$ cat src/rtl/mspi_master_m.sv
// Multi-lane SPI master: SCK derived from clk via a runtime divider, all CPOL/CPHA modes,
// single-entry transmit buffer and inter-frame gap. Define MSPI_LOOPBACK_EN to sample MOSI instead of MISO.
module mspi_master_m #(
    parameter int DW    = 32,
    parameter int SPI_W = 4,
    parameter int DIV_W = 8,
    parameter int GAP   = 2
) (
    input  logic             clk,
    input  logic             rst,
    input  logic [DIV_W-1:0] cfg_div,
    input  logic             cfg_cpol,
    input  logic             cfg_cpha,
    input  logic             tx_valid,
    output logic             tx_ready,
    input  logic [DW-1:0]    tx_data,
    output logic             rx_valid,
    output logic [DW-1:0]    rx_data,
    output logic             busy,
    output logic             SCK,
    output logic             CSn,
    output logic [SPI_W-1:0] MOSI,
    input  logic [SPI_W-1:0] MISO
);

    localparam int SLICES = DW / SPI_W;
    localparam int SCW    = (SLICES > 1) ? $clog2(SLICES) : 1;
    localparam int GW     = (GAP > 1) ? $clog2(GAP) : 1;

    typedef enum logic [2:0] {
        S_IDLE,
        S_SETUP,
        S_SHIFT,
        S_HOLD,
        S_GAP
    } state_t;

    state_t             state_reg, state_next;
    logic [DIV_W-1:0]   cnt_reg, cnt_next;
    logic [DIV_W-1:0]   div_reg, div_next;
    logic               cpol_reg, cpol_next;
    logic               cpha_reg, cpha_next;
    logic [DW-1:0]      buf_reg, buf_next;
    logic               buf_full_reg, buf_full_next;
    logic [DW-1:0]      tx_sr_reg, tx_sr_next;
    logic [DW-1:0]      rx_sr_reg, rx_sr_next;
    logic [DW-1:0]      rx_data_reg, rx_data_next;
    logic               rx_valid_reg, rx_valid_next;
    logic [SCW-1:0]     slice_reg, slice_next;
    logic               phase_reg, phase_next;
    logic [GW-1:0]      gap_reg, gap_next;
    logic               sck_reg, sck_next;
    logic               csn_reg, csn_next;
    logic [SPI_W-1:0]   mosi_reg, mosi_next;

    logic               tick;
    logic               accept;
    logic               start;
    logic [SPI_W-1:0]   sample_in;

    genvar gi;
    generate
        for (gi = 0; gi < SPI_W; gi++) begin : g_lane
`ifdef MSPI_LOOPBACK_EN
            assign sample_in[gi] = mosi_reg[gi];
`else
            assign sample_in[gi] = MISO[gi];
`endif
        end
    endgenerate

    assign tick   = (state_reg != S_IDLE) && (cnt_reg == div_reg);
    assign accept = tx_valid && !buf_full_reg;
    assign start  = (state_reg == S_IDLE) && buf_full_reg;

    always_comb begin
        state_next    = state_reg;
        cnt_next      = (state_reg == S_IDLE || tick) ? '0 : cnt_reg + DIV_W'(1);
        div_next      = div_reg;
        cpol_next     = cpol_reg;
        cpha_next     = cpha_reg;
        buf_next      = buf_reg;
        buf_full_next = accept || (buf_full_reg && !start);
        tx_sr_next    = tx_sr_reg;
        rx_sr_next    = rx_sr_reg;
        rx_data_next  = rx_data_reg;
        rx_valid_next = 1'b0;
        slice_next    = slice_reg;
        phase_next    = phase_reg;
        gap_next      = gap_reg;
        sck_next      = sck_reg;
        csn_next      = csn_reg;
        mosi_next     = mosi_reg;

        if (accept) begin
            buf_next = tx_data;
        end

        case (state_reg)
            S_IDLE: begin
                csn_next = 1'b1;
                sck_next = cfg_cpol;
                if (buf_full_reg) begin
                    state_next = S_SETUP;
                    div_next   = cfg_div;
                    cpol_next  = cfg_cpol;
                    cpha_next  = cfg_cpha;
                    csn_next   = 1'b0;
                    slice_next = '0;
                    phase_next = 1'b0;
                    // CPHA=0 must present slice 0 before the first (sampling) leading edge
                    if (!cfg_cpha) begin
                        mosi_next  = buf_reg[DW-1 -: SPI_W];
                        tx_sr_next = buf_reg << SPI_W;
                    end else begin
                        tx_sr_next = buf_reg;
                    end
                end
            end
            S_SETUP: begin
                if (tick) begin
                    state_next = S_SHIFT;
                end
            end
            S_SHIFT: begin
                if (tick) begin
                    sck_next   = !sck_reg;
                    phase_next = !phase_reg;
                    if (phase_reg) begin
                        slice_next = slice_reg + SCW'(1);
                    end
                    // phase 0 is a leading edge; CPHA selects which phase samples
                    if (phase_reg == cpha_reg) begin
                        rx_sr_next = (rx_sr_reg << SPI_W) | DW'(sample_in);
                    end else begin
                        mosi_next  = tx_sr_reg[DW-1 -: SPI_W];
                        tx_sr_next = tx_sr_reg << SPI_W;
                    end
                    if (phase_reg && slice_reg == SCW'(SLICES - 1)) begin
                        state_next = S_HOLD;
                    end
                end
            end
            S_HOLD: begin
                sck_next = cpol_reg;
                if (tick) begin
                    state_next    = S_GAP;
                    csn_next      = 1'b1;
                    rx_data_next  = rx_sr_reg;
                    rx_valid_next = 1'b1;
                    gap_next      = '0;
                end
            end
            S_GAP: begin
                csn_next = 1'b1;
                if (tick) begin
                    if (gap_reg == GW'(GAP - 1)) begin
                        state_next = S_IDLE;
                    end else begin
                        gap_next = gap_reg + GW'(1);
                    end
                end
            end
            default: begin
                state_next = S_IDLE;
                csn_next   = 1'b1;
            end
        endcase
    end

    always_ff @(posedge clk or posedge rst) begin
        if (rst) begin
            state_reg    <= S_IDLE;
            cnt_reg      <= '0;
            div_reg      <= '0;
            cpol_reg     <= 1'b0;
            cpha_reg     <= 1'b0;
            buf_reg      <= '0;
            buf_full_reg <= 1'b0;
            tx_sr_reg    <= '0;
            rx_sr_reg    <= '0;
            rx_data_reg  <= '0;
            rx_valid_reg <= 1'b0;
            slice_reg    <= '0;
            phase_reg    <= 1'b0;
            gap_reg      <= '0;
            sck_reg      <= 1'b0;
            csn_reg      <= 1'b1;
            mosi_reg     <= '0;
        end else begin
            state_reg    <= state_next;
            cnt_reg      <= cnt_next;
            div_reg      <= div_next;
            cpol_reg     <= cpol_next;
            cpha_reg     <= cpha_next;
            buf_reg      <= buf_next;
            buf_full_reg <= buf_full_next;
            tx_sr_reg    <= tx_sr_next;
            rx_sr_reg    <= rx_sr_next;
            rx_data_reg  <= rx_data_next;
            rx_valid_reg <= rx_valid_next;
            slice_reg    <= slice_next;
            phase_reg    <= phase_next;
            gap_reg      <= gap_next;
            sck_reg      <= sck_next;
            csn_reg      <= csn_next;
            mosi_reg     <= mosi_next;
        end
    end

    assign tx_ready = !buf_full_reg;
    assign rx_valid = rx_valid_reg;
    assign rx_data  = rx_data_reg;
    assign busy     = (state_reg != S_IDLE);
    assign SCK      = sck_reg;
    assign CSn      = csn_reg;
    assign MOSI     = mosi_reg;

endmodule

$ cat config.mk
export PLATFORM = sky130hd
export DESIGN_NAME = mspi_master_m
export DESIGN_NICKNAME = d
export VERILOG_FILES = /design/src/rtl/mspi_master_m.sv
export SDC_FILE = /design/constraint.sdc
export NUM_CORES = 1
export LEC_CHECK = 0
export ABC_AREA = 1
export BUFFER_PORTS_ARGS = -buffer_cell sky130_fd_sc_hd__buf_2
export CAP_MARGIN = 40
export CORE_UTILIZATION = 40
export DETAILED_ROUTE_END_ITERATION = 16
export GPL_TIMING_DRIVEN = 0
export SLEW_MARGIN = 20
export SYNTH_ARGS = -nofsm -noshare
export SYNTH_HDL_FRONTEND = slang
export SYNTH_SLANG_ARGS = --single-unit
$ cat constraint.sdc
create_clock -name clk -period 8.5 [get_ports clk]
set_input_delay 0.425 -clock clk [delete_from_list [all_inputs] [get_ports clk]]
set_output_delay 0.425 -clock clk [all_outputs]
set_load 0.1 [all_outputs]
==> impl_metrics.tcl <==
set metrics [dict create \
    htree_levels 4 \
    synth_cell_type_count 37 \
    die_w_um 135 \
    synth_edf_count 0 \
    core_sq_mm 0.0174 \
    cts_tree "done" \
    antenna_left 0 \
    holdWs_ns 0.0625 \
    io_buffers 88 \
    grt_pass1_wl_um 26200 \
    ios 90 \
    cp_top_family "buffers and inverters" \
    finalCritPeriodShare_pct 25.7 \
    multi_input_area_sq_mm 0.00255 \
    max_stage_delay_ns 0.44 \
    cts_buffer_depth 2 \
    cts_made_buffers 17 \
    vias 5306 \
    design_area_sq_mm 0.00848 \
    max_slew_margin_pct 58.5 \
    rsz0062_at_grt "false" \
    maxCapViolCount 0 \
    cts_resized 0 \
    seqCellArea_sq_mm 0.00406 \
    globalRouteTotalUtil_pct 18.5 \
    clock_latency_ns 0.43 \
    reg2reg_from "buf_full_reg$_DFF_PP0_" \
    synthAdderAreaFrac_pct 0.528 \
    place.gp.congestion 0.796 \
    path_class "register to primary output" \
    ys_ff_latch 162 \
    worstSetupStartpoint "state_reg[2]$_DFFE_PP0P_" \
    row_count 48 \
    postLayoutSetupSlackWorst_ns 6.31 \
    synth_ff_type "dfrtp_1" \
    grt-ovfl-total 0 \
    nets 928 \
    start_util_pct 41.0 \
    skew_ns 0.00977 \
    synth_nets 820 \
    power_density_mw_per_mm2 339 \
    synth_compound_area_share_pct 13.8 \
    wirelength_um 15400 \
    via_per_inst 4.76 \
    timing.critical_path.buf_inv 3 \
    hold_viol_final 0 \
    setup_violations 0 \
    endpoint_kind "primary output" \
    hp-class "primary input to asynchronous set/reset pin" \
    yosysWarnings 0 \
    grt_pass1_vias 5237 \
    synthMuxAreaShare_pct 5.14 \
    drcViolationCount 0 \
    postCtsSetupBuffers 0 \
    crit_cells 5 \
    tightest_slew_ns 0.623 \
    postSynthCellCount 768 \
    syn-cell-area_sq_mm 0.00711 \
    vdd_ir_drop_max_mv 0.187 \
    status "finished clean" \
    crit_fanout 5 \
    cts_root_buffer "clkbuf_16" \
    crit_top_cell "nor2_2" \
    rrSetupSlack_ns 6.51 \
    crit_slowest_cell "dfrtp_1" \
    maxSlewViolCount 0 \
    min_period_ns 2.19 \
    place_ws_ns 6.31 \
    final.fill_count 1693 \
    n_antenna_cell 0 \
    max_freq_ghz 0.457 \
    path_clk_slew_ns 0.07 \
    syn-mean-instance-area_sq_um 9.26 \
    setup_tns_ns 0 \
    area_delta_synth_final_pct 19.2 \
    drive_above_1_share_pct 22.0 \
    synth_xor_area_share_pct 0.739 \
    leakage_uw 0.00438 \
    grt_max_degree 85 \
    post_drt_wl_per_cell_um 13.8 \
    ys_seq_area_share_pct 57.0 \
    dieArea_sq_mm 0.0183 \
    critPathLaunchType "register" \
    cp-endpoint "busy" \
    grt_antenna_before_repair 0 \
    worstPathRequired_ns 8.08 \
    synthSimpleGateAreaFrac_pct 15.6 \
    dpl.hpwl_um 10800 \
    hold_buffers 0 \
    r2r_cells 5 \
    synth_top_family_by_area "simple AND/OR/NAND/NOR gates" \
    path_cells "nor2_2, inv_2, nor2_2, inv_1, buf_2" \
    dr.pass1.iters 4 \
    reg2reg_to "buf_reg[24]$_DFFE_PP0P_" \
    die_y_um 135 \
    placed_cell_area_sq_mm 0.00787 \
    synth-async-reset-ratio_pct 100 \
    drt_iter0_drc 271 \
    cts_sinks 162 \
    arrival_ns 1.76 \
    final_core_util_pct 48.9 \
]
-- worst min path at each step --
stage                                     to  cells after the start                startpoint  slack [ns]
detailed placement  rx_sr_reg[1]$_DFFE_PP0P_                      2  rx_sr_reg[1]$_DFFE_PP0P_        0.46
global route        rx_sr_reg[3]$_DFFE_PP0P_                      2                       rst        0.11
CTS                   rx_data[2]$_DFFE_PP0P_                      2                       rst        0.08
floorplan           rx_sr_reg[0]$_DFFE_PP0P_                      2  rx_sr_reg[0]$_DFFE_PP0P_        0.44
global placement     rx_data[29]$_DFFE_PP0P_                      2   rx_data[29]$_DFFE_PP0P_        0.45
finish                rx_data[1]$_DFFE_PP0P_                      2                       rst        0.06
-- cells in the final DEF, fill, tap and decap left out, drive strengths merged --
cell type / synthesis / layout
inv: 81 / 92
clkbuf: 8 / 25
o21a: 1 / 1
nor3b: 3 / 3
clkinv: 1 / 2
clkinvlp: 0 / 1
mux2: 4 / 4
mux2i: 32 / 32
a31oi: 3 / 3
bufinv: 0 / 2
or2: 1 / 1
o31ai: 1 / 1
xnor2: 5 / 5
o22ai: 2 / 2
nor3: 3 / 3
o21ai: 132 / 132
nand4: 1 / 1
nor2: 48 / 48
dfrtp: 161 / 161
xor2: 1 / 1
ha: 3 / 3
buf: 27 / 116
nand2: 208 / 208
nand3: 7 / 7
dfstp: 1 / 1
o21bai: 1 / 1
a21oi: 33 / 33
-- synthesized netlist by cell type (2+ instances only) --
cell | instances | share of area, %
nor2_2 | 4 | 0.35
o22ai_1 | 2 | 0.18
buf_2 | 17 | 1.2
mux2i_1 | 32 | 4.5
inv_2 | 5 | 0.26
nor2_4 | 2 | 0.32
buf_6 | 4 | 0.63
clkbuf_1 | 8 | 0.42
o21ai_0 | 43 | 3.0
o21ai_1 | 64 | 4.5
nand2_4 | 4 | 0.63
nor2_1 | 42 | 2.2
xnor2_1 | 5 | 0.62
buf_4 | 4 | 0.42
mux2_2 | 4 | 0.63
nand2_1 | 203 | 11
buf_1 | 2 | 0.11
inv_1 | 75 | 4.0
nand3_1 | 7 | 0.49
a21oi_1 | 32 | 2.3
nor3_1 | 3 | 0.21
o21ai_2 | 25 | 3.1
nor3b_1 | 3 | 0.32
a31oi_1 | 3 | 0.26
ha_1 | 3 | 0.53
dfrtp_1 | 161 | 57
-- layer usage --
layer | track usage (%) | up-vias | wire, um
met5 | 0 | - | 0
met2 | 29.7 | 104 | 7390
li1 | - | 2683 | -
met4 | 5.99 | 0 | 167
met1 | 24.9 | 2505 | 7320
met3 | 3.67 | 14 | 502
-- worst register-to-register path, stage by stage (launching register included) --
cell and delay (ns):
dfrtp_1 0.32, inv_1 0.08, nand2_1 0.38, clkbuf_1 0.55
clkbuf_1 0.41, a21oi_1 0.13
-- layout make-up --
cell class | count | area share, %
tap | 225 | 3.32
multi-input combinational | 489 | 30.1
inverter | 82 | 3.75
timing repair buffer | 89 | 5.52
clock inverter | 15 | 2.17
clock buffer | 17 | 5.02
sequential | 162 | 47.8
buffer | 35 | 2.33
-- report_power, final --
part / switching [uW] / internal (uW) / leakage (uW)
sequential: 131 / 992 / 0.00204
combinational: 635 / 316 / 0.00203
clock: 348 / 449 / 0.000301
-- cell families after synthesis --
kind of cell,after synthesis
AOI/OAI and AO/OA,173
xor gates and xnor gates,6
adders and majority gates,3
buffers and inverters,117
DFF,162
muxes,36
and+or+nand+nor,271
-- metrics by stage --
step | cells | power, uW
floorplan | 768 | 1880
global placement | 1081 | 2080
detailed placement | 1082 | 2100
CTS | 1114 | 2900
global route | 1114 | 3060
finish | 1114 | 2870
No activity file was read; power rests on OpenSTA's default activity.
